**src/rtl/uart_tx_periph.sv**
```systemverilog
// Memory-mapped UART transmitter: FIFO-buffered 8N1 serialiser with a polled STATUS byte.
// Optional even-parity bit between data and stop when UART_TX_PARITY_EN is defined.
module uart_tx_periph #(
  parameter int unsigned CLKS_PER_BIT = 434,
  parameter int unsigned FIFO_DEPTH   = 8,
  parameter logic [9:0]  ADDR_DATA    = 10'h54,
  parameter logic [9:0]  ADDR_STATUS  = 10'h58
) (
  input  logic       clk,
  input  logic       rst,
  input  logic [9:0] address,
  input  logic [7:0] data_in,
  input  logic       write,
  output logic [7:0] read_data,
  output logic       tx,
  output logic       busy
);

  localparam int unsigned AW   = $clog2(FIFO_DEPTH);
  localparam int unsigned CW   = AW + 1;
  localparam int unsigned CNTW = (CLKS_PER_BIT > 1) ? $clog2(CLKS_PER_BIT) : 1;
  localparam logic [CNTW-1:0] CNT_LAST = CNTW'(CLKS_PER_BIT - 1);
  localparam logic [CW-1:0]   DEPTH_C  = CW'(FIFO_DEPTH);

`ifdef UART_TX_PARITY_EN
  typedef enum logic [2:0] {IDLE, START, DATA, PARITY, STOP} state_t;
  localparam logic PAR_FLAG = 1'b1;
`else
  typedef enum logic [1:0] {IDLE, START, DATA, STOP} state_t;
  localparam logic PAR_FLAG = 1'b0;
`endif

  logic [7:0]      mem [FIFO_DEPTH];
  logic [AW-1:0]   wr_ptr, rd_ptr;
  logic [CW-1:0]   count;
  logic            full, empty, push_req, push, pop, clr, overflow;
  logic [7:0]      head, status;

  state_t          state;
  logic [CNTW-1:0] cnt;
  logic [2:0]      bit_idx;
  logic [7:0]      shift;
  logic            bit_last;
`ifdef UART_TX_PARITY_EN
  logic            par;
`endif

  assign full     = (count == DEPTH_C);
  assign empty    = (count == '0);
  assign push_req = write && (address == ADDR_DATA);
  assign push     = push_req && !full;
  assign clr      = write && (address == ADDR_STATUS);
  assign head     = mem[rd_ptr];
  assign bit_last = (cnt == CNT_LAST);
  // Pop either from idle or on the final stop-bit cycle, giving back-to-back frames.
  assign pop      = !empty && ((state == IDLE) || ((state == STOP) && bit_last));
  assign status   = {3'b000, PAR_FLAG, (state != IDLE), overflow, empty, full};
  assign busy     = !empty || (state != IDLE);

  always_ff @(posedge clk) begin
    if (push) mem[wr_ptr] <= data_in;
  end

  always_ff @(posedge clk) begin
    if (rst) begin
      wr_ptr <= '0;
      rd_ptr <= '0;
      count  <= '0;
    end else begin
      if (push) wr_ptr <= wr_ptr + AW'(1);
      if (pop)  rd_ptr <= rd_ptr + AW'(1);
      case ({push, pop})
        2'b10:   count <= count + CW'(1);
        2'b01:   count <= count - CW'(1);
        default: count <= count;
      endcase
    end
  end

  // A dropped push outranks a clear arriving on the same edge.
  always_ff @(posedge clk) begin
    if (rst)                   overflow <= 1'b0;
    else if (push_req && full) overflow <= 1'b1;
    else if (clr)              overflow <= 1'b0;
  end

  always_ff @(posedge clk) begin
    if (rst) read_data <= '0;
    else     read_data <= (address == ADDR_STATUS) ? status : '0;
  end

  always_ff @(posedge clk) begin
    if (rst) begin
      state   <= IDLE;
      cnt     <= '0;
      bit_idx <= '0;
      shift   <= '0;
      tx      <= 1'b1;
`ifdef UART_TX_PARITY_EN
      par     <= 1'b0;
`endif
    end else begin
      case (state)
        IDLE: begin
          tx  <= 1'b1;
          cnt <= '0;
          if (!empty) begin
            shift <= head;
`ifdef UART_TX_PARITY_EN
            par   <= ^head;
`endif
            state <= START;
            tx    <= 1'b0;
          end
        end
        START: begin
          if (bit_last) begin
            cnt     <= '0;
            bit_idx <= '0;
            state   <= DATA;
            tx      <= shift[0];
          end else begin
            cnt <= cnt + CNTW'(1);
          end
        end
        DATA: begin
          if (bit_last) begin
            cnt <= '0;
            if (bit_idx == 3'd7) begin
`ifdef UART_TX_PARITY_EN
              state <= PARITY;
              tx    <= par;
`else
              state <= STOP;
              tx    <= 1'b1;
`endif
            end else begin
              bit_idx <= bit_idx + 3'd1;
              shift   <= shift >> 1;
              tx      <= shift[1];
            end
          end else begin
            cnt <= cnt + CNTW'(1);
          end
        end
`ifdef UART_TX_PARITY_EN
        PARITY: begin
          if (bit_last) begin
            cnt   <= '0;
            state <= STOP;
            tx    <= 1'b1;
          end else begin
            cnt <= cnt + CNTW'(1);
          end
        end
`endif
        STOP: begin
          if (bit_last) begin
            cnt <= '0;
            if (!empty) begin
              shift <= head;
`ifdef UART_TX_PARITY_EN
              par   <= ^head;
`endif
              state <= START;
              tx    <= 1'b0;
            end else begin
              state <= IDLE;
              tx    <= 1'b1;
            end
          end else begin
            cnt <= cnt + CNTW'(1);
          end
        end
        default: begin
          state <= IDLE;
          tx    <= 1'b1;
        end
      endcase
    end
  end

endmodule

```
**config.mk**
```make
export PLATFORM = sky130hd
export DESIGN_NAME = uart_tx_periph
export DESIGN_NICKNAME = d
export VERILOG_FILES = /design/src/rtl/uart_tx_periph.sv
export SDC_FILE = /design/constraint.sdc
export NUM_CORES = 1
export LEC_CHECK = 0
export CORE_AREA = 10 10 101 103
export CTS_CLUSTER_SIZE = 16
export DETAILED_ROUTE_END_ITERATION = 10
export DIE_AREA = 0 0 111 113
export HOLD_SLACK_MARGIN = 0.08
export PLACE_DENSITY_LB_ADDON = 0.08
export SKIP_LAST_GASP = 1
export SYNTH_ARGS = -nofsm -noshare
export SYNTH_HDL_FRONTEND = slang
export SYNTH_SLANG_ARGS = --single-unit
export TNS_END_PERCENT = 10
```
**constraint.sdc**
```tcl
create_clock -name clk -period 5.3 [get_ports clk]
set_input_delay 0.53 -clock clk [delete_from_list [all_inputs] [get_ports clk]]
set_output_delay 0.53 -clock clk [all_outputs]
set_load 0.02 [all_outputs]
```
# Yosys cells after proc, flatten, opt, wreduce, memory -nomap -nowiden
# Memories as Yosys holds them, arrays and structs flattened. A register that Yosys moved wholly into a read port is not among the register bits.
# Index checks and enable logic that the tools add are counted.
# classes
addsub,6
eq_ne,16
mux,31
bitwise,1
n_reduce_logical,23
# op_table
cell,n
$mux 8,4
$pmux 8 s3,1
$eq 10x7->1 const B,2
$pmux 9 s2,1
$mux 3,5
$ne 2x2->1 const B,6
$mux 1,10
$mux 2,5
$add 3x1->3 const B,3
$add 9x1->9 const B,1
$eq 9x9->1 const B,1
$mux 9,1
$pmux 2 s4,1
$pmux 4 s2,1
$reduce_and 4->1,2
$reduce_bool 2->1,4
$eq 2x2->1 const B,3
$logic_and 1x1->1,6
$pmux 3 s2,1
$reduce_and 5->1,1
$add 4x1->4 const B,1
$eq 2x1->1 const B,2
$eq 4x4->1 const B,1
$logic_not 4->1,1
11 further kinds,13
# totals
regBits,42
mem_bits_rw,64
memories,1
# mem_list
name,words,width,rd,rd_ports_with_merged_regs,wr,line_no,source
mem,8,8,1,1,1,33,logic [7:0] mem [FIFO_DEPTH];

# Depth between registers and ports, before layout
# Gate-level depths: netlist of the first run.
# logic_depth
ltp_word,6
ltp_mapped,12
depth_no_buf,12

# Worst setup path before layout of the first run
# OpenSTA, ideal clock, no wires.
# synth_path
kind,input to register
startpoint,in address[7]
endpoint,reg count[2]
arrival_ns,2.920
required_ns,5.229
slack_ns,2.309
path_stages,10
cell_sequence,or4b_4 or4_1 buf_2 ha_1 xor2_1 ha_1 a21oi_1 xor2_1 or3_1 a21oi_1
# synth_via
elab_chain_len,5
elab_cells_between_ends,7
# synth_lines
element,line_no,source
from (decl),11,"input logic [9:0] address,"
$eq 10x7->1 *,50,assign push_req = write && (address == ADDR_DATA);
$logic_and 1x1->1 *,50,
$logic_and 1x1->1 *,51,assign push = push_req && !full;
$eq 2x1->1 / $eq 2x2->1 (equally long branches),72,"case ({push, pop})"
$pmux 4 s2 / $reduce_bool 2->1 (equally long branches),-,
to (signal assigned),73,2'b10: count <= count + CW'(1);
to (signal assigned),74,2'b01: count <= count - CW'(1);
to (signal assigned),75,default: count <= count;
to (decl),35,logic [CW-1:0] count;
# Mark *: on every way between the ends. The rest lies on a longest branch, timed or not.
# A chain may end at the register's enable or synchronous reset.

# Worst setup path after layout of the first run
# layout_path
startpoint,in address[7]
endpoint,mem mem[0][2] (enable)
# layout_via
elab_chain_len,5
# layout_lines
element,line_no,source
$eq 10x7->1,50,
$logic_and 1x1->1,50,
$logic_and 1x1->1,51,
$mux 1,61,if (push) mem[wr_ptr] <= data_in;
$mux 1 (implied by the code),61,
to (decl),33,
# Every way passes these cells.

==> flow_summary.yaml, run 1 <==
global_route:
  grt.overflow.total: 0
  antenna_found_initial: 0
  grt_usage_pct: 13.0
  grt_max_degree: 22
  grt_pass1_wl_um: 13100
  grt_pass1_vias: 2621
critical_path:
  cpPeakStageDelay_ns: 0.91
  critPathKind: "input port to flip-flop"
  crit_chain: "clkdlybuf4s50_1 -> or4b_4 -> or4_1 -> nand2b_1 -> nor3_1"
  cp.required_ns: 5.29
  critical_path_arrival_ns: 3.34
  critPathMaxFanout: 8
  critPathLaunchType: "input port"
  slowest_stage: "nor3_1"
  crit_path_end_kind: "flip-flop"
  crit_buf_inv: 1
  crit_family: "simple AND/OR/NAND/NOR gates"
cells_and_area:
  drive_gt1_share_pct: 11.9
  final_cells: 467
  nNetsFinal: 393
  area_delta_synth_final_pct: 12.5
  fillers: 629
  antenna_cells: 0
cts:
  cts_buffers: 9
  post_cts_buffers: 0
  cts_hold_buf: 0
  clk_pin_slew_ns: 0.10
  cts_tree: "yes"
  cts.path.max_buffers: 2
  cts-root-buf: "clkbuf_8"
  cts.sinks: 105
  insertion_delay_ns: 0.38
  cts.repair.resized: 0
  htree_levels: 3
synthesis:
  synthArstFlopShare_pct: 0
  ys_ff_latch: 105
  synth_flop_cell: "edfxtp_1"
  synth_edf_count: 64
  syn_inst: 333
  synth_cell_types: 52
  synth_seq_area_share_pct: 61.7
  yosys_warnings: 0
  syn-cell-area_mm2: 0.00445
  avgSynthCellArea_um2: 13.4
floorplanning:
  num_rows: 33
  start_util_pct: 54.7
  die_w_um: 111
  die_area_mm2: 0.0125
  pin_count: 31
  core-area_mm2: 0.00813
  die_y_um: 113
flow_run:
  cap_viol_max_count: 0
route:
  firstDrtPassIters: 4
  num_vias: 2632
  routed_via_density: 5.64
  drt-total-wl_um: 8170
  first_iter_violations: 109
  ant_nets: 0
  wl_per_cell_um: 17.5
  drc: 0
sta:
  tightest_slew_ns: 1.17
  finalSetupViolCount: 0
  finClkSkew_ns: 0.00950
  rsz0062_at_grt: "no"
  fin_hold_ws_ns: 0.431
  slew_headroom_pct: 21.3
  tns_ns: 0
  fin_crit_sh_pct: 63.1
  fmax_mhz: 299
  slew_violations: 0
  period_needed_ns: 3.34
  finalHoldViolations: 0
hold_path:
  hp-class: "flip-flop to flip-flop"
place:
  gp_congestion: 0.788
  dp_cells: 451
  numPortBuffers: 26
  dp_hpwl_um: 5520
power:
  leakage_nw: 1.68
  p_per_area_mw_per_mm2: 307
  peakVddDrop_v: 0.000172
  power_mw: 1.53
outcome:
  status: "completed"
==> sequential cells by signal, summed over array words and instances, names as in the netlist, named ones only <==
name and cells:
bit_idx 3, wr_ptr 3, count 4, read_data 4, shift 8, mem 64
overflow 1, state 2, cnt 9, tx 1, rd_ptr 3
==> Yosys cell counts (all sizes together) (4+ instances only) <==
cell / n / area (um2)
a21oi: 16 / 80.1
a22o: 7 / 61.3
buf: 8 / 48.8
clkbuf: 9 / 33.8
dfxtp: 41 / 821
edfxtp: 64 / 1920
ha: 15 / 188
inv: 18 / 67.6
mux2i: 4 / 40.0
mux4: 16 / 360
nand2: 8 / 30.0
nand2b: 7 / 43.8
nand3: 8 / 40.0
nor2: 33 / 124
nor2b: 5 / 31.3
o21ai: 8 / 40.0
o22ai: 7 / 43.8
xnor2: 4 / 35.0
xor2: 7 / 61.3
==> routing by layer <==
| metal | part of all wire [%] | vias to the layer above | track usage, % |
|---|---|---|---|
| met4 | 0.96 | 0 | 3.82 |
| li1 | - | 1277 | - |
| met2 | 50 | 32 | 21.9 |
| met1 | 45 | 1317 | 15.8 |
| met5 | 0 | - | 0 |
| met3 | 3.5 | 6 | 3.80 |
==> kinds of logic (layout without fill, tap and decap cells) <==
group	after synthesis	in the layout	share of synthesized area [%]
other	1	4	0.0843
flip-flops	105	105	61.7
AO/OA/AOI/OAI	53	53	7.68
buffers and inverters	35	61	3.38
adder cells (fa/ha/maj)	15	15	4.22
XOR/XNOR	11	11	2.17
AND/OR/NAND/NOR	90	90	11.1
multiplexers	23	23	9.76
==> worst reg2reg max path, cell delays in order (launching register included) <==
cell	delay, ns
dfxtp_1	0.39
nor4_1	0.90
nor2_1	0.32
ha_1	0.35
xor2_1	0.16
ha_1	0.19
a21oi_1	0.15
xor2_1	0.09
or3_1	0.31
a21oi_1	0.13
==> per-stage QoR <==
stage / setup slack [ns] / instance area, um2 / utilization, %
final: 1.96 / 5000 / 61.5
after CTS: 1.86 / 5000 / 61.5
after global routing: 1.80 / 5000 / 61.5
after global placement: 1.63 / 4780 / 58.7
after floorplan: 2.31 / 4460 / -
after detailed placement: 1.46 / 4780 / 58.7
==> cell type report <==
cell class	count	area, um2	area share (%)
clock inverters	7	103	2.05
flip-flops and latches	105	2740	54.8
clock buffers	9	124	2.48
multi-input cells	196	1570	31.3
well taps	105	131	2.63
repair buffers	27	268	5.35
inverters	18	67.6	1.35
==> layout by cell type (no fill, tap or decap), types with 8 or more instances in the layout <==
master	synthesis	routed
edfxtp_1	64	64
inv_1	18	18
ha_1	15	15
clkbuf_8	0	9
nand3_1	8	8
a21oi_1	16	16
nand2_1	8	8
mux4_2	16	16
clkdlybuf4s50_1	0	26
nor2_1	33	33
dfxtp_1	41	41
o21ai_0	8	8
==> final timing paths <==
kind | start | endpoint | slack, ns | cells after the start
min reg2reg | overflow | read_data[2] | 0.43 | 2
min | overflow | read_data[2] | 0.43 | 2
max reg2reg | count[0] | count[2] | 2.24 | 9
max | address[7] | mem[0][2] | 1.96 | 5
==> power by group <==
part	switching (mW)	internal, mW
logic	0.0608	0.0515
clock network	0.306	0.236
registers	0.00674	0.873
Note: power is estimated with default switching activity, not from simulation.
==> run 2, diff against run 1 <==
clock period = 3.2 ns   (was 5.3 ns; I/O delays follow)
==> run 2 against run 1 <==
Net effect: clock skew increased by 0.0026 ns; hold slack better by 0.0010 ns; clock power up 59%; largest cell class unchanged; cell count is 3.4% higher; core utilization rose by 1.4 points; critical path type unchanged; routed wire length shrank 0.92%; die area stayed put.
==> flow_summary.yaml, run 2 (synthesized netlist as in run 1, its figures left out) <==
outcome:
  status: "completed"
global_route:
  grt_pass1_wl_um: 13300
  antenna_found_initial: 0
  grt_use_met1_pct: 16.0
  met3_usage_pct: 3.70
  grt_pass1_vias: 2664
  grt_usage_pct: 13.1
  grt_use_met2_pct: 22.1
  grt.overflow.total: 0
  busiest_layer: "met2"
  grt_max_degree: 21
cts:
  cts_buffers: 9
  clk_pin_slew_ns: 0.11
  htree_levels: 3
  cts_tree: "yes"
  cts.repair.resized: 0
  insertion_delay_ns: 0.36
  cts.path.max_buffers: 2
  cts.sinks: 105
  cts_hold_buf: 0
  cts-root-buf: "clkbuf_8"
  post_cts_buffers: 0
sta:
  tns_ns: 0
  tightest_slew_ns: 0.727
  fmax_mhz: 362
  finClkSkew_ns: 0.0121
  period_needed_ns: 2.76
  finalSetupViolCount: 0
  slew_violations: 0
  fin_crit_sh_pct: 86.4
  rsz0062_at_grt: "no"
  finalHoldViolations: 0
  slew_headroom_pct: 51.5
route:
  num_vias: 2649
  first_iter_violations: 108
  routed_via_density: 5.48
  wl_per_cell_um: 16.7
  firstDrtPassIters: 4
  drc: 0
  ant_nets: 0
  drt-total-wl_um: 8090
critical_path:
  crit_path_end_kind: "flip-flop"
  critPathLaunchType: "input port"
  slowest_stage: "or4b_1"
  cpPeakStageDelay_ns: 0.57
  crit_family: "simple AND/OR/NAND/NOR gates"
  critPathMaxFanout: 3
  cp.required_ns: 3.51
  critical_path_arrival_ns: 3.07
  critPathKind: "input port to flip-flop"
  crit_buf_inv: 1
  crit_chain: "clkdlybuf4s50_1 -> or4b_1 -> or4_1 -> ha_1 -> xor2_1 -> ha_1 -> a21oi_1 -> xor2_1 -> or3_1 -> a21oi_1"
floorplanning:
  core-area_mm2: 0.00813
  die_w_um: 111
  pin_count: 31
  start_util_pct: 54.7
  num_rows: 33
  die_area_mm2: 0.0125
  die_y_um: 113
place:
  dp_hpwl_um: 5520
  numPortBuffers: 26
  dp_cells: 467
  gp_congestion: 0.755
cells_and_area:
  final_common_cell: "edfxtp_1"
  final_cells: 483
  area_delta_synth_final_pct: 14.9
  antenna_cells: 0
  top_regs: "mem (64), cnt (9), shift (8)"
  drive_gt1_share_pct: 15.6
  nNetsFinal: 409
  final_cell_mix: "edfxtp_1 (64), dfxtp_1 (41), nor2_1 (33)"
  largest_reg_flops: 64
  regMostFlops: "mem"
hold_path:
  hp-class: "flip-flop to flip-flop"
flow_run:
  cap_viol_max_count: 0
power:
  p_per_area_mw_per_mm2: 492
  leakage_nw: 1.76
  peakVddDrop_v: 0.000234
-- run 2: worst reg2reg max path: cells and delay by family (launching register included) --
kind	cells	cell delay (ns)
simple gates	3	0.72
fa+ha+maj	3	0.56
compound gates	3	0.54
flops	1	0.38
xor+xnor	2	0.33
-- run 2: path summary, 6_finish.rpt --
check	startpoint	to	slack [ns]	cells past startpoint
min	overflow	read_data[2]	0.43	2
max	address[1]	count[2]	0.44	10
min reg2reg	overflow	read_data[2]	0.43	2
max reg2reg	cnt[0]	count[2]	0.62	11
-- run 2: area by class of cell --
type | count | area (um2)
Fill cell | 633 | 3020
Timing Repair Buffer | 43 | 388
Sequential cell | 105 | 2740
Clock buffer | 9 | 124
Multi-Input combinational cell | 196 | 1570
Tap cell | 105 | 131
Inverter | 18 | 67.6
Clock inverter | 7 | 92.6
-- run 2: layer usage --
layer  routed length [um]  share of wire [%]  up-vias
met5                    0                  0        -
met4                   82                1.0        0
met3                  328                4.1        5
met2                 3970                 49       34
met1                 3710                 46     1296
li1                     -                  -     1314
-- run 2: per-stage QoR --
step / power (mW) / utilization, % / hold slack [ns] / setup WS (ns) / area (um2)
after detailed placement: 1.68 / 60.2 / 0.423 / 0.0782 / 4900
after global routing: 2.61 / 62.9 / 0.459 / 0.264 / 5110
final: 2.52 / 62.9 / 0.432 / 0.435 / 5110
after floorplan: 1.61 / - / 0.405 / 0.419 / 4460
after CTS: 2.54 / 62.9 / 0.437 / 0.448 / 5110
after global placement: 1.68 / 60.2 / 0.420 / 0.0878 / 4900
-- run 2: power by group --
group | leakage (nW) | switching, mW | internal [mW]
Clock | 0.110 | 0.480 | 0.385
Sequential | 0.905 | 0.0154 | 1.45
Combinational | 0.743 | 0.0992 | 0.0926
